**src/rtl/dsm_dec_pkg.sv**
```systemverilog
// Shared widths, droop-compensation coefficients and FSM states for the CIC decimation chain.
package dsm_dec_pkg;

   localparam int DATA_W = 24;
   localparam int COEF_W = 18;
   localparam int ACC_W  = 48;
   localparam int NTAPS  = 11;
   localparam int NHALF  = (NTAPS + 1) / 2;

   // First half of the symmetric response; c[10-k] = c[k]; taps sum to 65536 (unity DC gain).
   localparam logic signed [COEF_W-1:0] COMP_COEF [0:NHALF-1] = '{
      -18'sd196, 18'sd524, -18'sd1310, 18'sd3276, -18'sd9830, 18'sd80608
   };

   typedef enum logic [1:0] {
      IDLE,
      MAC,
      ROUND
   } fir_state_e;

   localparam int                      RND_SHIFT = 16;
   localparam logic signed [ACC_W-1:0] RND_HALF  = ACC_W'(32768);
   localparam logic signed [ACC_W-1:0] SAT_MAX   = ACC_W'((1 <<< (DATA_W - 1)) - 1);
   localparam logic signed [ACC_W-1:0] SAT_MIN   = ACC_W'(-(1 <<< (DATA_W - 1)));

   // Q2.16 accumulator back to a sample: round half up, then clip to the output range.
   function automatic logic signed [DATA_W-1:0] round_sat(input logic signed [ACC_W-1:0] acc);
      logic signed [ACC_W-1:0] sum;
      logic signed [ACC_W-1:0] r;
      sum = acc + RND_HALF;
      r   = sum >>> RND_SHIFT;
      if (r > SAT_MAX) begin
         r = SAT_MAX;
      end else if (r < SAT_MIN) begin
         r = SAT_MIN;
      end
      return r[DATA_W-1:0];
   endfunction

endpackage

```
**src/rtl/fir_mac_unit.sv**
```systemverilog
// Pre-add / multiply / accumulate datapath shared by all taps of the symmetric FIR.
module fir_mac_unit
   import dsm_dec_pkg::*;
(
   input  logic                     clk,
   input  logic                     rst_n,
   input  logic                     i_clear,
   input  logic                     i_en,
   input  logic signed [DATA_W-1:0] i_tap_a,
   input  logic signed [DATA_W-1:0] i_tap_b,
   input  logic signed [COEF_W-1:0] i_coef,
   output logic signed [ACC_W-1:0]  o_acc
);

   localparam int PROD_W = DATA_W + COEF_W + 1;

   logic signed [DATA_W:0]   w_preadd;
   logic signed [PROD_W-1:0] w_prod;
   logic signed [ACC_W-1:0]  r_acc;

   // One extra bit so x[k] + x[10-k] can never wrap.
   assign w_preadd = (DATA_W + 1)'(i_tap_a) + (DATA_W + 1)'(i_tap_b);
   assign w_prod   = PROD_W'(w_preadd) * PROD_W'(i_coef);

   // NOTE: clocked state uses non-blocking assignments so every register samples pre-edge values.
   always_ff @(posedge clk or negedge rst_n) begin
      if (!rst_n) begin
         r_acc <= '0;
      end else if (i_clear) begin
         r_acc <= '0;
      end else if (i_en) begin
         r_acc <= r_acc + ACC_W'(w_prod);
      end
   end

   assign o_acc = r_acc;

endmodule

```
**src/rtl/comp_fir_decimator.sv**
```systemverilog
// CIC droop-compensation FIR with decimate-by-2: delay line, MAC sequencer, round/saturate, flags.
module comp_fir_decimator
   import dsm_dec_pkg::*;
(
   input  logic                     clk,
   input  logic                     rst_n,
   input  logic                     in_valid,
   input  logic signed [DATA_W-1:0] in_data,
   output logic                     in_ready,
   output logic                     out_valid,
   output logic signed [DATA_W-1:0] out_data,
   output logic                     overrun
);

   localparam int K_W   = $clog2(NHALF);
   localparam int IDX_W = $clog2(NTAPS);

   fir_state_e               r_state;
   fir_state_e               w_next_state;
   logic [K_W-1:0]           r_k;
   logic                     r_phase;
   logic signed [DATA_W-1:0] r_x [0:NTAPS-1];

   logic                     w_accept;
   logic                     w_start;
   logic                     w_mac_en;
   logic                     w_centre;
   logic [IDX_W-1:0]         w_idx_a;
   logic [IDX_W-1:0]         w_idx_b;
   logic signed [DATA_W-1:0] w_tap_a;
   logic signed [DATA_W-1:0] w_tap_b;
   logic signed [COEF_W-1:0] w_coef;
   logic signed [ACC_W-1:0]  w_acc;

   logic signed [DATA_W-1:0] r_round;
   logic                     r_round_vld;
   logic signed [DATA_W-1:0] r_out_data;
   logic                     r_out_valid;
   logic                     r_overrun;

   assign in_ready = (r_state == IDLE);
   assign w_accept = in_valid & in_ready;
   // Only the accept that flips phase 0 -> 1 produces an output sample.
   assign w_start  = w_accept & ~r_phase;
   assign w_mac_en = (r_state == MAC);
   assign w_centre = (r_k == K_W'(NHALF - 1));

   assign w_idx_a  = IDX_W'(r_k);
   assign w_idx_b  = IDX_W'(NTAPS - 1) - IDX_W'(r_k);
   assign w_tap_a  = r_x[w_idx_a];
   assign w_tap_b  = w_centre ? '0 : r_x[w_idx_b];
   assign w_coef   = COMP_COEF[r_k];

   // NOTE: the delay line is reset explicitly: it is only 11 words and must read as zeros
   // for the first outputs after reset.
   always_ff @(posedge clk or negedge rst_n) begin
      if (!rst_n) begin
         for (int i = 0; i < NTAPS; i++) begin
            r_x[i] <= '0;
         end
         r_phase <= 1'b0;
      end else if (w_accept) begin
         r_x[0] <= in_data;
         for (int i = 1; i < NTAPS; i++) begin
            r_x[i] <= r_x[i-1];
         end
         r_phase <= ~r_phase;
      end
   end

   always_ff @(posedge clk or negedge rst_n) begin
      if (!rst_n) begin
         r_state <= IDLE;
         r_k     <= '0;
      end else begin
         r_state <= w_next_state;
         if (w_start) begin
            r_k <= '0;
         end else if (w_mac_en) begin
            r_k <= r_k + K_W'(1);
         end
      end
   end

   // NOTE: next_state gets its default before the case so no path leaves it unassigned (no latch).
   always_comb begin
      w_next_state = r_state;
      case (r_state)
         IDLE:    if (w_start) w_next_state = MAC;
         MAC:     if (w_centre) w_next_state = ROUND;
         ROUND:   w_next_state = IDLE;
         default: w_next_state = IDLE;
      endcase
   end

   fir_mac_unit u_mac (
      .clk     (clk),
      .rst_n   (rst_n),
      .i_clear (w_start),
      .i_en    (w_mac_en),
      .i_tap_a (w_tap_a),
      .i_tap_b (w_tap_b),
      .i_coef  (w_coef),
      .o_acc   (w_acc)
   );

   // Rounded result is staged one cycle, then published with the strobe.
   always_ff @(posedge clk or negedge rst_n) begin
      if (!rst_n) begin
         r_round     <= '0;
         r_round_vld <= 1'b0;
         r_out_data  <= '0;
         r_out_valid <= 1'b0;
         r_overrun   <= 1'b0;
      end else begin
         r_round_vld <= (r_state == ROUND);
         if (r_state == ROUND) begin
            r_round <= round_sat(w_acc);
         end
         r_out_valid <= r_round_vld;
         if (r_round_vld) begin
            r_out_data <= r_round;
         end
         if (in_valid & ~in_ready) begin
            r_overrun <= 1'b1;
         end
      end
   end

   assign out_valid = r_out_valid;
   assign out_data  = r_out_data;
   assign overrun   = r_overrun;

endmodule
```
**config.mk**
```make
export PLATFORM = sky130hd
export DESIGN_NAME = comp_fir_decimator
export DESIGN_NICKNAME = d
export VERILOG_FILES = /design/src/rtl/dsm_dec_pkg.sv /design/src/rtl/fir_mac_unit.sv /design/src/rtl/comp_fir_decimator.sv
export SDC_FILE = /design/constraint.sdc
export NUM_CORES = 2
export LEC_CHECK = 0
export ABC_AREA = 0
export CAP_MARGIN = 10
export CORE_MARGIN = 3
export CORE_UTILIZATION = 59
export CTS_CLUSTER_DIAMETER = 60
export CTS_CLUSTER_SIZE = 12
export DETAILED_ROUTE_END_ITERATION = 8
export PLACE_DENSITY = 0.77
export SYNTH_ARGS = -nofsm -noshare
export SYNTH_HDL_FRONTEND = slang
export SYNTH_HIERARCHICAL = 1
export SYNTH_SLANG_ARGS = --single-unit
```
**constraint.sdc**
```tcl
create_clock -name clk -period 11.4 [get_ports clk]
set_clock_uncertainty 0.15 [all_clocks]
set_input_delay 1.14 -clock clk [delete_from_list [all_inputs] [get_ports clk]]
set_output_delay 1.14 -clock clk [all_outputs]
set_load 0.02 [all_outputs]
```
# ---- Yosys cells after proc, flatten, opt, wreduce, memory -nomap -nowiden
# Memory sizes are Yosys's and may differ from the RTL's.
# Cells that the tools add are included.
dict set report totals {
  mem_bits_ro 144
  out_inout_bits 27
  mem_count 1
  regBits 369
  word_cells 66
}
# name depth word_bits read_ports rd_ports_with_merged_regs wr line_no
set memory_table {}
lappend memory_table {{(name not given)} 8 18 1 0 0 comp_fir_decimator.sv:52} ;# assign w_coef = COMP_COEF[r_k];
dict set report op_classes {
  bitwise 8
  magnitude_cmp 5
  addsub 5
  n_eq_ne 5
  muxes 18
  mul 1
  n_reduce_logical 3
}
# op count
set op_table {}
lappend op_table {{24-bit binary-select mux with 4-bit select} 2}
lappend op_table {{24-bit two-way mux} 7}
lappend op_table {{48-bit two-way mux} 2}
lappend op_table {{48-bit by 17-bit adder with 48-bit output (second input constant)} 1}
lappend op_table {{48-bit by 43-bit adder with 48-bit output} 1}
lappend op_table {{25-bit by 18-bit multiplier with 43-bit output} 1}
lappend op_table {{18-bit two-way mux} 2}
lappend op_table {{32-bit by 24-bit greater-than comparator with 1-bit output (second input constant)} 1}
lappend op_table {{32-bit by 24-bit less-than comparator with 1-bit output (second input constant)} 1}
lappend op_table {{24-bit by 24-bit adder with 25-bit output} 1}
lappend op_table {{5-bit greater-or-equal comparator (second input constant)} 2}
lappend op_table {{3-bit two-way mux} 2}
lappend op_table {{3-bit inverter with 5-bit output} 1}
lappend op_table {{4-bit inverter with 5-bit output} 1}
lappend op_table {{4-bit greater-or-equal comparator (second input constant)} 1}
lappend op_table {{2-bit two-way mux} 2}
lappend op_table {{3-bit inverter with 4-bit output} 1}
lappend op_table {{2-bit case mux with 2 select lines} 1}
lappend op_table {{4-bit by 3-bit subtractor with 4-bit output (first input constant)} 1}
lappend op_table {{3-bit by 1-bit adder with 3-bit output (second input constant)} 1}
lappend op_table {{1-bit bitwise AND} 3}
lappend op_table {{3-bit == test (second input constant)} 1}
lappend op_table {{2-bit by 1-bit == test with 1-bit output (second input constant)} 1}
lappend op_table {{2-bit == test (second input constant)} 1}
lappend op_table {{6 further kinds} 7}

# ---- Longest topological paths before layout
dict set report logic_depth {
  word_depth 11
  ltp_mapped 49
  depth_no_buf 41
}

# ---- Cells and area by module
# Netlist, hierarchy kept.
# module cells_per_inst area_each_um2 seq_area_each_um2 instances
set by_module_without_submodules {}
lappend by_module_without_submodules {fir_mac_unit 2395 21480.6 1201.2 1}
lappend by_module_without_submodules {comp_fir_decimator 1753 16525.8 8032.7 1}

# ---- Least setup slack after synthesis
# No wires, ideal clock.
dict set report synth_timing {
  path_type {register to register}
  from {reg r_k[0]}
  to {reg u_mac.r_acc[47] (netlist: u_mac/o_acc[47])}
  slack_ns -0.122
  required_time_ns 11.125
  stages_incl_launch_ff 49
  arrival_ns 11.247
  cell_sequence {dfrtp_1 clkbuf_1 clkbuf_1 clkbuf_1 buf_1 inv_1 ha_1 clkbuf_1 clkbuf_1 mux2i_1 o21ai_0 a21oi_1 nor2_1 ha_1 inv_1 fa_1 nor2b_1 o21a_1 (+13 left out) inv_1 fa_1 inv_1 fa_1 inv_1 fa_1 ha_1 ha_1 clkbuf_2 nand4_1 or3_1 nor2_1 nand4b_1 and3_1 o31ai_2 nor2_1 a221oi_1 mux2_2}
}
dict set report synth_via {
  elab_chain_len 11
}
# item line_no
set synth_rtl {}
lappend synth_rtl {{from (decl)} comp_fir_decimator.sv:20} ;# logic [K_W-1:0] r_k;
lappend synth_rtl {{from (signal assigned)} comp_fir_decimator.sv:80} ;# r_k <= r_k + K_W'(1);
lappend synth_rtl {{4-bit by 3-bit subtractor with 4-bit output} comp_fir_decimator.sv:49} ;# assign w_idx_b = IDX_W'(NTAPS - 1) - IDX_W'(r_k);
lappend synth_rtl {{4-bit inverter with 5-bit output (implied by the code)} comp_fir_decimator.sv:51} ;# assign w_tap_b = w_centre ? '0 : r_x[w_idx_b];
lappend synth_rtl {{24-bit binary-select mux with 4-bit select} comp_fir_decimator.sv:51}
lappend synth_rtl {{24-bit two-way mux (implied by the code) (2 in series)} comp_fir_decimator.sv:51}
lappend synth_rtl {{24-bit two-way mux (*)} comp_fir_decimator.sv:51}
lappend synth_rtl {{net w_tap_b[0]} comp_fir_decimator.sv:31} ;# logic signed [DATA_W-1:0] w_tap_b;
lappend synth_rtl {{24-bit by 24-bit adder with 25-bit output (*)} fir_mac_unit.sv:22} ;# assign w_preadd = (DATA_W + 1)'(i_tap_a) + (DATA_W + 1)'(i_tap_b);
lappend synth_rtl {{25-bit by 18-bit multiplier with 43-bit output (*)} fir_mac_unit.sv:23} ;# assign w_prod = PROD_W'(w_preadd) * PROD_W'(i_coef);
lappend synth_rtl {{48-bit by 43-bit adder with 48-bit output (*)} fir_mac_unit.sv:32} ;# r_acc <= r_acc + ACC_W'(w_prod);
lappend synth_rtl {{48-bit two-way mux (*)} fir_mac_unit.sv:31} ;# end else if (i_en) begin
lappend synth_rtl {{48-bit two-way mux (*)} fir_mac_unit.sv:29} ;# end else if (i_clear) begin
lappend synth_rtl {{to (signal assigned)} fir_mac_unit.sv:32}
lappend synth_rtl {{to (decl)} fir_mac_unit.sv:19} ;# logic signed [ACC_W-1:0] r_acc;
# The timed path passes the listed nets; every way through them passes the cells marked *. The select of a mux whose other input is x is not followed.
# A chain may end at the register's enable or synchronous reset.

# ---- Worst setup path in the final report
# Ends and elaborated chain as after synthesis.

==> results.json <==
{
  "crit_fanout": 20,
  "finalHoldViolations": 0,
  "synth-xor-area-share_pct": 2.03,
  "synth_top_family_by_area": "adder cells",
  "setup_slack_ns": 0.302,
  "core.rowCount": 92,
  "port_buffers": 53,
  "crit_path_max_incr_delay_ns": 0.55,
  "cts.clk_slew.worst_paths_ns": 0.06,
  "synthSimpleGateAreaFrac_pct": 18.8,
  "first_iter_violations": 2269,
  "core_area_sq_um": 63400,
  "yosysWarnings": 6,
  "cts_root_buffer": "clkbuf_16",
  "setup_viol_count_final": 0,
  "viasPerCell": 5.70,
  "cts_tree": "done",
  "cp-end-kind": "flip-flop",
  "utilization_pct": 64.4,
  "slew_violations": 0,
  "tightest_slew_ns": 1.10,
  "synth_edf_count": 0,
  "avgRoutedWirePerCell_um": 18.6,
  "drive_above_1_share_pct": 7.81,
  "start_kind": "flip-flop",
  "numCtsBuffers": 42,
  "synth-compound-area-share_pct": 5.34,
  "fp.dieW_um": 260,
  "cts_buffer_depth": 3,
  "vias": 28300,
  "timing.final.crit_period_ns": 11.10,
  "relSlewSlack_pct": 26.5,
  "antenna_found_initial": 0,
  "clk_latency_ns": 0.59,
  "grt_pass1_wl_um": 153000,
  "required_ns": 11.72,
  "fin_nets": 4810,
  "drt_wl_total_um": 92500,
  "ios": 54,
  "globalRouteTotalUtil_pct": 28.1,
  "initial_core_util_pct": 59.9,
  "dieArea_sq_um": 67500,
  "syn_to_final_growth_pct": 7.47,
  "mostFrequentLayoutCell": "nand2_1",
  "synth_seq_cells": 369,
  "finalCritPeriodShare_pct": 97.4,
  "synthAdderAreaFrac_pct": 32.2,
  "grt_pass1_vias": 29100,
  "cap_violations": 0,
  "post-place-ws_ns": 0.0119,
  "outcome": "complete, no violations",
  "synth_flop_cell": "dfrtp_1",
  "diodes": 0,
  "synth_cells": 4148,
  "cts_hold_buf": 0,
  "drtPass1Iterations": 6,
  "ys_seq_area_share_pct": 24.3,
  "max_freq_mhz": 90.1,
  "die_y_um": 260,
  "hold_path.class": "reg2reg",
  "synthMuxAreaShare_pct": 9.06,
  "path_class": "reg2reg",
  "cpMostUsedCell": "fa_1",
  "drc": 0,
  "ys_types": 79,
  "final_antenna_net_count": 0,
  "dpl.hpwl_um": 67500,
  "slowest_stage": "dfrtp_4",
  "syn-cell-area_sq_um": 38000,
  "grt-ovfl-total": 0,
  "final_cell_mix": "nand2_1, inv_1, fa_1, dfrtp_1, nor2_1",
  "timing.critical_path.arrival_ns": 11.42,
  "clock_sinks": 369,
  "grt_max_degree": 213,
  "syn_area_per_cell_sq_um": 9.16,
  "cts-htree-levels": 2,
  "async_flop_share_pct": 100,
  "gp_congestion": 0.932,
  "rsz0062_at_grt": "true"
}
-- synth_stat cells, types with 7 or more instances --
library cell	count	area [sq um]
nand2_1	1160	4350
inv_1	612	2300
fa_1	508	10200
dfrtp_1	369	9230
clkbuf_1	176	661
nor2_1	167	627
ha_1	166	2080
and2_1	157	982
a21oi_1	105	526
mux4_2	96	2160
mux2i_1	73	731
o21ai_0	60	300
xnor2_1	57	499
mux2_2	49	552
xor2_1	31	272
a21o_1	30	225
nand3_1	28	140
nand4_1	25	156
nand2b_1	22	138
nor2b_1	21	131
buf_1	19	71.3
buf_2	14	70.1
o311ai_1	14	123
and3_1	13	81.3
and3b_1	11	96.3
o21a_1	11	82.6
nand3b_1	10	75.1
nor3_1	9	45.0
o21bai_1	9	67.6
o211ai_1	8	60.1
a31oi_1	7	43.8
-- worst max-delay path, delay by kind of cell, from the launching register on --
kind	cells	cell delay, ns
adder cells (fa/ha/maj)	10	4.32
AND/OR/NAND/NOR	13	2.29
AO/OA/AOI/OAI	7	2.18
multiplexers	3	0.83
flip-flops	1	0.55
buffers and inverters	3	0.34
XOR/XNOR	1	0.28
-- kinds of logic after synthesis --
group                    after synthesis
AO/OA/AOI/OAI                        312
other                                  1
XOR/XNOR                              88
adder cells (fa/ha/maj)              674
flip-flops                           369
buffers and inverters                828
multiplexers                         218
AND/OR/NAND/NOR                     1658
-- stage by stage --
step	TNS (ns)	hold slack, ns	area, sq um	instances
6_report	0	0.314	40800	4970
5_1_grt	-0.169	0.330	40800	4970
4_1_cts	0	0.321	40700	4965
3_5_place_dp	0	0.306	39500	4906
3_3_place_gp	0	0.299	39500	4906
2_1_floorplan	0	0.202	38000	4154
-- area by class of cell --
class / count / area (sq um)
Timing Repair Buffer: 126 / 1180
Inverter: 613 / 2300
Clock inverter: 12 / 163
Clock buffer: 47 / 1090
Fill cell: 5035 / 22600
Multi-Input combinational cell: 2957 / 25800
Sequential cell: 369 / 9240
Tap cell: 846 / 1060
-- final timing paths --
check | start | endpoint | slack [ns] | cells after the start
max in group asynchronous | rst_n | u_mac/o_acc[18]$_DFFE_PN0P_ | 9.29 | 2
setup reg to reg | r_k[0]$_DFFE_PN0P_ | u_mac/o_acc[47]$_DFFE_PN0P_ | 0.30 | 37
min in group asynchronous | rst_n | r_x[257]$_DFFE_PN0P_ | 0.37 | 1
hold reg to reg | overrun$_DFFE_PN0P_ | overrun$_DFFE_PN0P_ | 0.31 | 1
hold / removal | overrun$_DFFE_PN0P_ | overrun$_DFFE_PN0P_ | 0.31 | 1
setup / recovery | r_k[0]$_DFFE_PN0P_ | u_mac/o_acc[47]$_DFFE_PN0P_ | 0.30 | 37
-- repair_timing --
item,CTS,global route
endpoints found under the setup margin,0,12
buffers inserted,0,3
gates resized for setup,0,17
-- per-layer routing --
| metal | wire length, um | global-route usage (%) | share of wire [%] |
|---|---|---|---|
| met1 | 38500 | 39.0 | 42 |
| met2 | 45000 | 46.8 | 49 |
| met3 | 6010 | 3.57 | 6.5 |
| met4 | 2950 | 8.28 | 3.2 |
| met5 | 0 | 0 | 0 |
-- registers in the layout, indices dropped and copies added, names as in the netlist --
name / count
out_data: 24
out_valid: 1
overrun: 1
r_k: 3
r_phase: 1
r_round: 24
r_round_vld: 1
r_state: 2
r_x: 264
u_mac/o_acc: 48
Power is not shown: default switching activity piles up to over one toggle a cycle in this logic, so the estimate is an artifact.
